### src/rtl/anc_pkg.sv
// Shared definitions for the ANC front end: channel geometry, scheduler FSM
// encoding and small arithmetic helpers.
package anc_pkg;

    localparam int N_CH = 4;
    localparam int DW   = 16;
    localparam int TO_W = 12;

    // Channel lanes inside a frame: error, reference, anti-noise, step size
    localparam int CH_E = 3;
    localparam int CH_X = 2;
    localparam int CH_A = 1;
    localparam int CH_U = 0;

    typedef logic [1:0] state_t;

    localparam state_t ST_IDLE    = 2'd0;
    localparam state_t ST_COLLECT = 2'd1;
    localparam state_t ST_ISSUE   = 2'd2;

    function automatic logic [15:0] sat_inc16(input logic [15:0] v);
        logic [15:0] r;
        if (v == 16'hFFFF) begin
            r = v;
        end else begin
            r = v + 16'd1;
        end
        return r;
    endfunction

endpackage

### src/rtl/frame_slot.sv
// One channel slot of the frame scheduler: holds the sample collected for the
// frame being built and the last committed value used for substitution.
module frame_slot #(
    parameter int DW = anc_pkg::DW
) (
    input  logic          clk,
    input  logic          rst_n,
    input  logic          cap,
    input  logic          clr,
    input  logic          commit,
    input  logic [DW-1:0] din,
    output logic          full,
    output logic [DW-1:0] value
);

    logic [DW-1:0] hold_r;
    logic [DW-1:0] last_r;
    logic          full_r;

    // Capture a sample, or empty the slot and optionally promote it to last value
    always_ff @(posedge clk or negedge rst_n) begin
        if (!rst_n) begin
            hold_r <= {DW{1'b0}};
            last_r <= {DW{1'b0}};
            full_r <= 1'b0;
        end else if (clr) begin
            if (commit && full_r) begin
                last_r <= hold_r;
            end
            full_r <= 1'b0;
        end else if (cap) begin
            hold_r <= din;
            full_r <= 1'b1;
        end
    end

    assign full  = full_r;
    // An empty slot contributes its previous value, so missing/disabled lanes hold
    assign value = full_r ? hold_r : last_r;

endmodule

### src/rtl/frame_sched.sv
// Aligns one sample per enabled channel into a frame for the ANC core, with an
// optional timeout that substitutes late channels with their previous value.
module frame_sched
    import anc_pkg::state_t, anc_pkg::ST_IDLE, anc_pkg::ST_COLLECT, anc_pkg::ST_ISSUE;
#(
    parameter int N_CH = anc_pkg::N_CH,
    parameter int DW   = anc_pkg::DW,
    parameter int TO_W = anc_pkg::TO_W
) (
    input  logic                 clk,
    input  logic                 rst_n,
    input  logic                 init_done,
    input  logic [N_CH-1:0]      ch_en,
    input  logic [TO_W-1:0]      timeout_cyc,
    input  logic [N_CH-1:0]      ch_vld,
    input  logic [N_CH*DW-1:0]   ch_data,
    output logic [N_CH-1:0]      ch_rdy,
    output logic                 frm_vld,
    input  logic                 frm_rdy,
    output logic [N_CH*DW-1:0]   frm_data,
    output logic [N_CH-1:0]      frm_miss,
    output logic [15:0]          miss_cnt,
    output logic [15:0]          stall_cnt
);

    state_t               state_r;
    state_t               state_nxt_s;
    logic [N_CH-1:0]      en_q_r;
    logic [TO_W-1:0]      cnt_r;
    logic                 frm_vld_r;
    logic [N_CH*DW-1:0]   frm_data_r;
    logic [N_CH-1:0]      frm_miss_r;
    logic [15:0]          miss_cnt_r;
    logic [15:0]          stall_cnt_r;
    logic                 first_r;

    logic [N_CH-1:0]      full_s;
    logic [N_CH-1:0]      cap_s;
    logic [N_CH-1:0]      miss_s;
    logic [N_CH*DW-1:0]   frame_s;
    logic [DW-1:0]        value_s [N_CH];
    logic                 all_full_s;
    logic                 to_hit_s;
    logic                 go_issue_s;
    logic                 accept_s;
    logic                 slot_clr_s;
    logic                 enter_collect_s;
    logic                 stay_collect_s;

    assign ch_rdy = (state_r == ST_COLLECT) ? (~en_q_r | ~full_s) : {N_CH{1'b0}};

    // Frame-completion, timeout and handshake decode
    always_comb begin
        cap_s      = ch_vld & ch_rdy & en_q_r;
        all_full_s = ((full_s & en_q_r) == en_q_r) && (en_q_r != {N_CH{1'b0}});
        // A nonzero cnt_r implies the first capture of the frame has happened
        to_hit_s   = (timeout_cyc != {TO_W{1'b0}}) && (cnt_r == timeout_cyc);
        go_issue_s = (state_r == ST_COLLECT) && init_done && (en_q_r != {N_CH{1'b0}})
                     && (all_full_s || to_hit_s);
        // A capture landing on the expiry edge still counts as present
        miss_s     = en_q_r & ~(full_s | cap_s);
        accept_s   = (state_r == ST_ISSUE) && init_done && frm_rdy;
        slot_clr_s = (state_r == ST_IDLE) || !init_done || accept_s;
    end

    genvar gi;
    generate
        for (gi = 0; gi < N_CH; gi++) begin : g_slot
            frame_slot #(.DW(DW)) u_slot (
                .clk    (clk),
                .rst_n  (rst_n),
                .cap    (cap_s[gi]),
                .clr    (slot_clr_s),
                .commit (accept_s),
                .din    (ch_data[gi*DW +: DW]),
                .full   (full_s[gi]),
                .value  (value_s[gi])
            );
            assign frame_s[gi*DW +: DW] = cap_s[gi] ? ch_data[gi*DW +: DW] : value_s[gi];
        end
    endgenerate

    // Next-state logic; init_done low pulls every state back to IDLE
    always_comb begin
        state_nxt_s = state_r;
        case (state_r)
            ST_IDLE: begin
                if (init_done) begin
                    state_nxt_s = ST_COLLECT;
                end else begin
                    state_nxt_s = ST_IDLE;
                end
            end
            ST_COLLECT: begin
                if (!init_done) begin
                    state_nxt_s = ST_IDLE;
                end else if (go_issue_s) begin
                    state_nxt_s = ST_ISSUE;
                end else begin
                    state_nxt_s = ST_COLLECT;
                end
            end
            ST_ISSUE: begin
                if (!init_done) begin
                    state_nxt_s = ST_IDLE;
                end else if (frm_rdy) begin
                    state_nxt_s = ST_COLLECT;
                end else begin
                    state_nxt_s = ST_ISSUE;
                end
            end
            default: begin
                state_nxt_s = ST_IDLE;
            end
        endcase
        enter_collect_s = (state_nxt_s == ST_COLLECT) && (state_r != ST_COLLECT);
        stay_collect_s  = (state_nxt_s == ST_COLLECT) && (state_r == ST_COLLECT);
    end

    // State register and per-frame channel enable snapshot
    always_ff @(posedge clk or negedge rst_n) begin
        if (!rst_n) begin
            state_r <= ST_IDLE;
            en_q_r  <= {N_CH{1'b0}};
        end else begin
            state_r <= state_nxt_s;
            if (enter_collect_s) begin
                en_q_r <= ch_en;
            end
        end
    end

    // Timeout counter: starts on the frame's first capture, cleared outside COLLECT
    always_ff @(posedge clk or negedge rst_n) begin
        if (!rst_n) begin
            cnt_r <= {TO_W{1'b0}};
        end else if (!stay_collect_s) begin
            cnt_r <= {TO_W{1'b0}};
        end else if (cnt_r == {TO_W{1'b0}}) begin
            if (cap_s != {N_CH{1'b0}}) begin
                cnt_r <= {{(TO_W-1){1'b0}}, 1'b1};
            end
        end else if (cnt_r != {TO_W{1'b1}}) begin
            cnt_r <= cnt_r + {{(TO_W-1){1'b0}}, 1'b1};
        end
    end

    // Output frame register, held stable for the whole ISSUE phase
    always_ff @(posedge clk or negedge rst_n) begin
        if (!rst_n) begin
            frm_vld_r  <= 1'b0;
            frm_data_r <= {(N_CH*DW){1'b0}};
            frm_miss_r <= {N_CH{1'b0}};
            first_r    <= 1'b0;
        end else begin
            frm_vld_r <= (state_nxt_s == ST_ISSUE);
            first_r   <= go_issue_s;
            if (go_issue_s) begin
                frm_data_r <= frame_s;
                frm_miss_r <= miss_s;
            end
        end
    end

    // Saturating frame statistics, untouched by init_done
    always_ff @(posedge clk or negedge rst_n) begin
        if (!rst_n) begin
            miss_cnt_r  <= 16'd0;
            stall_cnt_r <= 16'd0;
        end else begin
            if (go_issue_s && (miss_s != {N_CH{1'b0}})) begin
                miss_cnt_r <= anc_pkg::sat_inc16(miss_cnt_r);
            end
            if ((state_r == ST_ISSUE) && first_r && init_done && !frm_rdy) begin
                stall_cnt_r <= anc_pkg::sat_inc16(stall_cnt_r);
            end
        end
    end

    assign frm_vld   = frm_vld_r;
    assign frm_data  = frm_data_r;
    assign frm_miss  = frm_miss_r;
    assign miss_cnt  = miss_cnt_r;
    assign stall_cnt = stall_cnt_r;

endmodule

### config.mk
export PLATFORM = sky130hd
export DESIGN_NAME = frame_sched
export DESIGN_NICKNAME = d
export VERILOG_FILES = /design/src/rtl/anc_pkg.sv /design/src/rtl/frame_slot.sv /design/src/rtl/frame_sched.sv
export SDC_FILE = /design/constraint.sdc
export NUM_CORES = 1
export LEC_CHECK = 0
export CORE_MARGIN = 2
export CORE_UTILIZATION = 58
export DETAILED_ROUTE_END_ITERATION = 10
export PLACE_DENSITY = 0.87
export SLEW_MARGIN = 30
export SYNTH_ARGS = -nofsm -noshare
export SYNTH_HDL_FRONTEND = slang
export SYNTH_SLANG_ARGS = --single-unit
### constraint.sdc
create_clock -name clk -period 5.8 [get_ports clk]
set_input_delay 1.16 -clock clk [delete_from_list [all_inputs] [get_ports clk]]
set_output_delay 1.16 -clock clk [all_outputs]
set_load 0.02 [all_outputs]
==> results of run 1 <==
[cell usage after synthesis (all sizes together)]
library cell,instances,area share (%)
dfrtp,252,55
mux2,134,13
nand2,100,3.4
nor2,89,2.9
o21ai,73,3.3
a21oi,72,3.2
mux2i,64,5.6
buf,33,1.8
xor2,25,1.9
xnor2,22,1.7
clkbuf,20,0.67
nand3,17,0.85
nand4,16,0.87
and3,13,0.75
nor3,8,0.52
nor2b,7,0.45
nor4,7,0.57
nand3b,6,0.39
and2,5,0.27
inv,5,0.16
and4,4,0.31
ha,4,0.44
o21a,4,0.26
a22oi,3,0.24
nand2b,3,0.16
a31oi,2,0.24
or4,2,0.13
a2111oi,1,0.076
a211oi,1,0.11
and4b,1,0.087
clkinv,1,0.044
nor3b,1,0.066
nor4b,1,0.076
o211ai,1,0.11
o21bai,1,0.066
o31a,1,0.076
[metal layers]
metal	wire length [um]	GRT usage, %
met1	11170	34.54
met2	12740	41.16
met3	1574	4.735
met4	555	6.796
met5	13	0
[registers in the layout (all words and copies together), names as in the netlist]
| signal | cells |
|---|---|
| cnt_r | 12 |
| en_q_r | 4 |
| first_r | 1 |
| frm_data | 64 |
| frm_miss | 4 |
| frm_vld | 1 |
| g_slot.u_slot.full | 4 |
| g_slot.u_slot.hold_r | 64 |
| g_slot.u_slot.last_r | 64 |
| miss_cnt | 16 |
| stall_cnt | 16 |
| state_r | 2 |
[cells by family after synthesis]
group	share of synthesized area (%)
adders and majority gates	0.4370
xor gates and xnor gates	3.660
muxes	18.77
buffers and inverters	2.633
DFF	55.06
and+or+nand+nor	11.80
AOI/OAI and AO/OA	7.647
[power by group through the flow]
stage | Combinational [mW] | Clock [mW] | Sequential (mW)
final | 0.981 | 1.63 | 2.35
after global routing | 1.07 | 1.74 | 2.39
after CTS | 0.991 | 1.66 | 2.34
after detailed placement | 0.984 | 0 | 2.37
after global placement | 0.949 | 0 | 2.34
after floorplan | 0.496 | 0 | 2.39
[worst reg2reg max path, stage by stage, from the launching register on]
cell	delay, ns
dfrtp_2	0.62
nor2b_1	0.40
nor4_2	0.15
o21ai_4	0.68
buf_4	0.69
o21ai_0	0.25
[per-stage QoR]
stage / cell area, sq um / cells
after floorplan: 11450 / 999
after global routing: 14350 / 1459
after global placement: 13500 / 1412
after CTS: 14350 / 1459
final: 14350 / 1459
after detailed placement: 13510 / 1412
[worst max path at each step]
| stage | end | start | slack, ns |
|---|---|---|---|
| 5_1_grt | frm_data[9]$_DFFE_PN0P_ | timeout_cyc[7] | 2.12 |
| 4_1_cts | frm_data[45]$_DFFE_PN0P_ | timeout_cyc[7] | 2.34 |
| 6_report | frm_data[42]$_DFFE_PN0P_ | timeout_cyc[7] | 2.32 |
| 3_5_place_dp | frm_data[42]$_DFFE_PN0P_ | timeout_cyc[7] | 1.84 |
| 3_3_place_gp | frm_data[37]$_DFFE_PN0P_ | timeout_cyc[7] | 1.93 |
| 2_1_floorplan | frm_data[0]$_DFFE_PN0P_ | timeout_cyc[11] | 3.23 |
[cell type report]
cell class | count | area share [%]
clock buffers | 42 | 5.520
multi-input cells | 688 | 33.77
flip-flops and latches | 252 | 43.98
clock inverters | 5 | 0.3488
well taps | 265 | 2.311
inverters | 6 | 0.1657
repair buffers | 201 | 13.90
==> flow_summary.ini, run 1 <==
[run_status]
status = complete, no violations

[cells_and_area]
layout-drive-gt1-share_pct = 17.34
n_antenna_cell = 0
postLayoutCoreUtil_pct = 73.97
multi_input_area_sq_um = 4846
mostFrequentLayoutCells = dfrtp_1, clkdlybuf4s50_1, mux2_2, nand2_1, nor2_1
finalNetCount = 1267
layout_commonest_cell = dfrtp_1
fillers = 1344
area_growth_syn_to_layout_pct = 25.28
seq_area_sq_um = 6311

[grt]
grt_pass1_vias = 8373
grt_max_degree = 106
grt_antenna_before_repair = 1
grt_pass1_wl_um = 41810
grt-ovfl-total = 0
grt_use_total_pct = 25.06

[clock_network]
cts_buffers = 26
cts_buffer_depth = 3
root_buffer = clkbuf_16
ctsHoldBuffers = 0
post-cts-setup-buffer-count = 0
cts_max_level = 1
cts.sinks = 252
cts_resized = 0
clkTransAtPathRegs_ns = 0.06
tritoncts = done
clk-insertion-delay-late_ns = 0.52

[yosys]
postSynthAreaPerCell_sq_um = 11.46
synth_seq_cells = 252
seq_area_frac_synth_pct = 55.06
synthCells = 999
synth_cell_types = 53
postSynthNetCount = 1091
synth_area_sq_um = 11450
yosys_warnings = 0

[power_and_ir_drop]
p_switching_mw = 1.387
switching_share_pct = 27.98
p_clk_share_pct = 32.9
peakVddDrop_mv = 0.2540
combinationalPowerShare_pct = 19.8
power.internal_mw = 3.571
power_density_nw_per_um2 = 345.6
p_total_mw = 4.958
total_leakage_power_nw = 6.343
seqPwrFrac_pct = 47.3

[worst_setup_path]
worstRegToRegCells = 5
crit_family = buffers and inverters
criticalPathCategory = primary input to register
end_kind = register
crit_chain = clkdlybuf4s50_1 -> nor4_1 -> and3_1 -> nor4_4 -> o21ai_4 -> buf_4 -> o21ai_0
cp_num_cells = 7
worstPathMaxFanout = 76
reg2reg_from = g_slot[2].u_slot.full$_DFFE_PN0P_
worst-path-buf-inv = 2
crit_required_ns = 6.16
slowest_delay_ns = 0.68
reg2reg_to = frm_data[42]$_DFFE_PN0P_
r2r_slack_ns = 2.86
cp_slowest_cell = buf_4
start_kind = primary input
arrival_ns = 3.84

[detailed_routing]
firstDrtPassIters = 4
detail-route-antenna-nets = 0
route.detailed.drc = 0
drtIter0Drc = 509
viasPerCell = 5.686
vias = 8296
drt-total-wl_um = 26050
wl_per_cell_um = 17.85

[floorplanning]
coreArea_sq_um = 19400
io_pins = 193
die_x_um = 144.5
die_h_um = 144.5
row_count = 51
die-area_sq_um = 20890
start_util_pct = 59.04

[place]
hpwl_um = 17290
gp_congestion = 0.8151
pre_cts_slack_ns = 1.843
numPortBuffers = 192

[sta]
worst_hold_slack_ns = 0.4801
finalCritPeriodShare_pct = 60.08
fmax_mhz = 287.0
setup_violations = 0
relSlewSlack_pct = 45.49
finalHoldViolations = 0
drv_slew = 0
clock_skew_ns = 0.01444
grt_setup_unrepaired = no
tns_ns = 0
fin_ws_ns = 2.315
worst_pin_slew_ns = 0.8145
fin_crit_ns = 3.485

[min_path]
hold_end = frm_data[38]$_DFFE_PN0P_
hp-class = register to register
hold_depth = 2
min_from = frm_data[38]$_DFFE_PN0P_

[flow_run]
maxCapViolations = 0
Note: power is estimated with default switching activity, not from simulation.
==> inputs of run 2 (changes only) <==
Settings changed: CORE_UTILIZATION 58 to 53, PLACE_DENSITY 0.87 to 0.81.
Clock period 5.8 ns to 3.22 ns, I/O delays scaled along.
==> flow_summary.ini, run 2 (synthesized netlist as in run 1, its figures left out) <==
[worst_setup_path]
end_kind = output pin
r2r_slack_ns = 0.95
startpoint = state_r[1]$_DFF_PN0_
crit_family = buffers and inverters
reg2reg_from = g_slot[1].u_slot.full$_DFFE_PN0P_
cp_slowest_cell = clkdlybuf4s50_1
crit_end = ch_rdy[0]
start_kind = register
crit_required_ns = 2.58
worst-path-buf-inv = 1
crit_chain = nand2b_1 -> a21oi_1 -> clkdlybuf4s50_1
worstPathMaxFanout = 8
reg2reg_to = g_slot[1].u_slot.hold_r[6]$_DFFE_PN0P_
arrival_ns = 2.11
cp_num_cells = 3
slowest_delay_ns = 0.67
criticalPathCategory = register to output pin
worstRegToRegCells = 5

[grt]
grt-ovfl-total = 0
grt_antenna_before_repair = 2
grt_use_total_pct = 23.07
grt_max_degree = 87
grt_pass1_vias = 8393
grt_pass1_wl_um = 42000

[clock_network]
cts_resized = 0
tritoncts = done
cts.sinks = 252
cts_max_level = 1
root_buffer = clkbuf_16
cts_buffer_depth = 3
clk-insertion-delay-late_ns = 0.53
cts_buffers = 27
post-cts-setup-buffer-count = 0
clkTransAtPathRegs_ns = 0.06
ctsHoldBuffers = 0

[cells_and_area]
layout_commonest_cell = dfrtp_1
area_growth_syn_to_layout_pct = 27.19
seq_area_sq_um = 6306
finalNetCount = 1278
layout-drive-gt1-share_pct = 18.48
mostFrequentLayoutCells = dfrtp_1, clkdlybuf4s50_1, mux2_2, nand2_1, nor2_1
fillers = 1557
multi_input_area_sq_um = 4848
postLayoutCoreUtil_pct = 69.08
final_cells = 1484

[power_and_ir_drop]
total_leakage_power_nw = 6.465
power_density_nw_per_um2 = 634.3
peakVddDrop_mv = 0.5764

[detailed_routing]
wl_per_cell_um = 17.33
drtIter0Drc = 372
drt-total-wl_um = 25720
firstDrtPassIters = 5
viasPerCell = 5.490
detail-route-antenna-nets = 0
vias = 8147
route.detailed.drc = 0

[place]
place_inst = 1432
pre_cts_slack_ns = 0.3251
hpwl_um = 17330
numPortBuffers = 192
gp_congestion = 0.7898

[sta]
fin_crit_ns = 2.757
finalCritPeriodShare_pct = 85.62
finalHoldViolations = 0
relSlewSlack_pct = 47.36
clock_skew_ns = 0.01998
tns_ns = 0
fmax_mhz = 362.7
grt_setup_unrepaired = no
setup_violations = 0
fin_ws_ns = 0.4631
worst_pin_slew_ns = 0.7876
drv_slew = 0

[floorplanning]
coreArea_sq_um = 21090
io_pins = 193
row_count = 53
die-area_sq_um = 22800
die_h_um = 151.0
start_util_pct = 54.31
die_x_um = 151.0

[flow_run]
maxCapViolations = 0

[run_status]
status = complete, no violations

[min_path]
hp-class = primary input to asynchronous set/reset pin
-- run 2: cell count changes in the layout (fill, tap and decap cells not counted), sizes merged --
cell,change
clkinv,+4
bufinv,+3
inv,+1
clkbuf,-6
buf,+10
clkinvlp,+1
diode,+2
-- run 2: worst min-delay path by stage --
stage	end	startpoint	depth (start not counted)	slack (ns)
finish	stall_cnt[4]$_DFFE_PN0P_	rst_n	1	0.1
detailed placement	frm_data[48]$_DFFE_PN0P_	frm_data[48]$_DFFE_PN0P_	2	0.47
CTS	stall_cnt[4]$_DFFE_PN0P_	rst_n	1	0.13
floorplan	cnt_r[0]$_DFFE_PN0P_	rst_n	0	0.35
global placement	frm_data[6]$_DFFE_PN0P_	frm_data[6]$_DFFE_PN0P_	2	0.46
global route	stall_cnt[4]$_DFFE_PN0P_	rst_n	1	0.15
-- run 2: report_power, final --
part           leakage (nW)  switching, mW  internal [mW]
Sequential             3.40          0.444           3.76
Clock                 0.472           1.25           1.99
Combinational          2.59          0.859          0.928
-- run 2: final cells by class --
type / instances / area share [%]
sequential: 252 / 43.29
multi-input combinational: 688 / 33.28
timing repair buffer: 211 / 14.38
clock buffer: 36 / 5.282
tap: 275 / 2.362
clock inverter: 14 / 1.211
inverter: 6 / 0.1632
antenna: 2 / 0.03436
-- run 2: per-layer routing --
metal | track usage, % | share of wire, % | vias up
met4 | 5.981 | 1.9 | 2
li1 | - | - | 3875
met2 | 37.70 | 48 | 189
met5 | 0 | 0.051 | -
met3 | 4.729 | 5.8 | 39
met1 | 31.78 | 44 | 4042
-- run 2: per-stage QoR --
step / instance area (sq um) / power (mW) / hold WS (ns)
6_report: 14570 / 9.241 / 0.09750
3_3_place_gp: 13610 / 5.947 / 0.4647
5_1_grt: 14560 / 9.702 / 0.1453
2_1_floorplan: 11450 / 5.205 / 0.3484
3_5_place_dp: 13620 / 6.042 / 0.4718
4_1_cts: 14560 / 9.324 / 0.1279
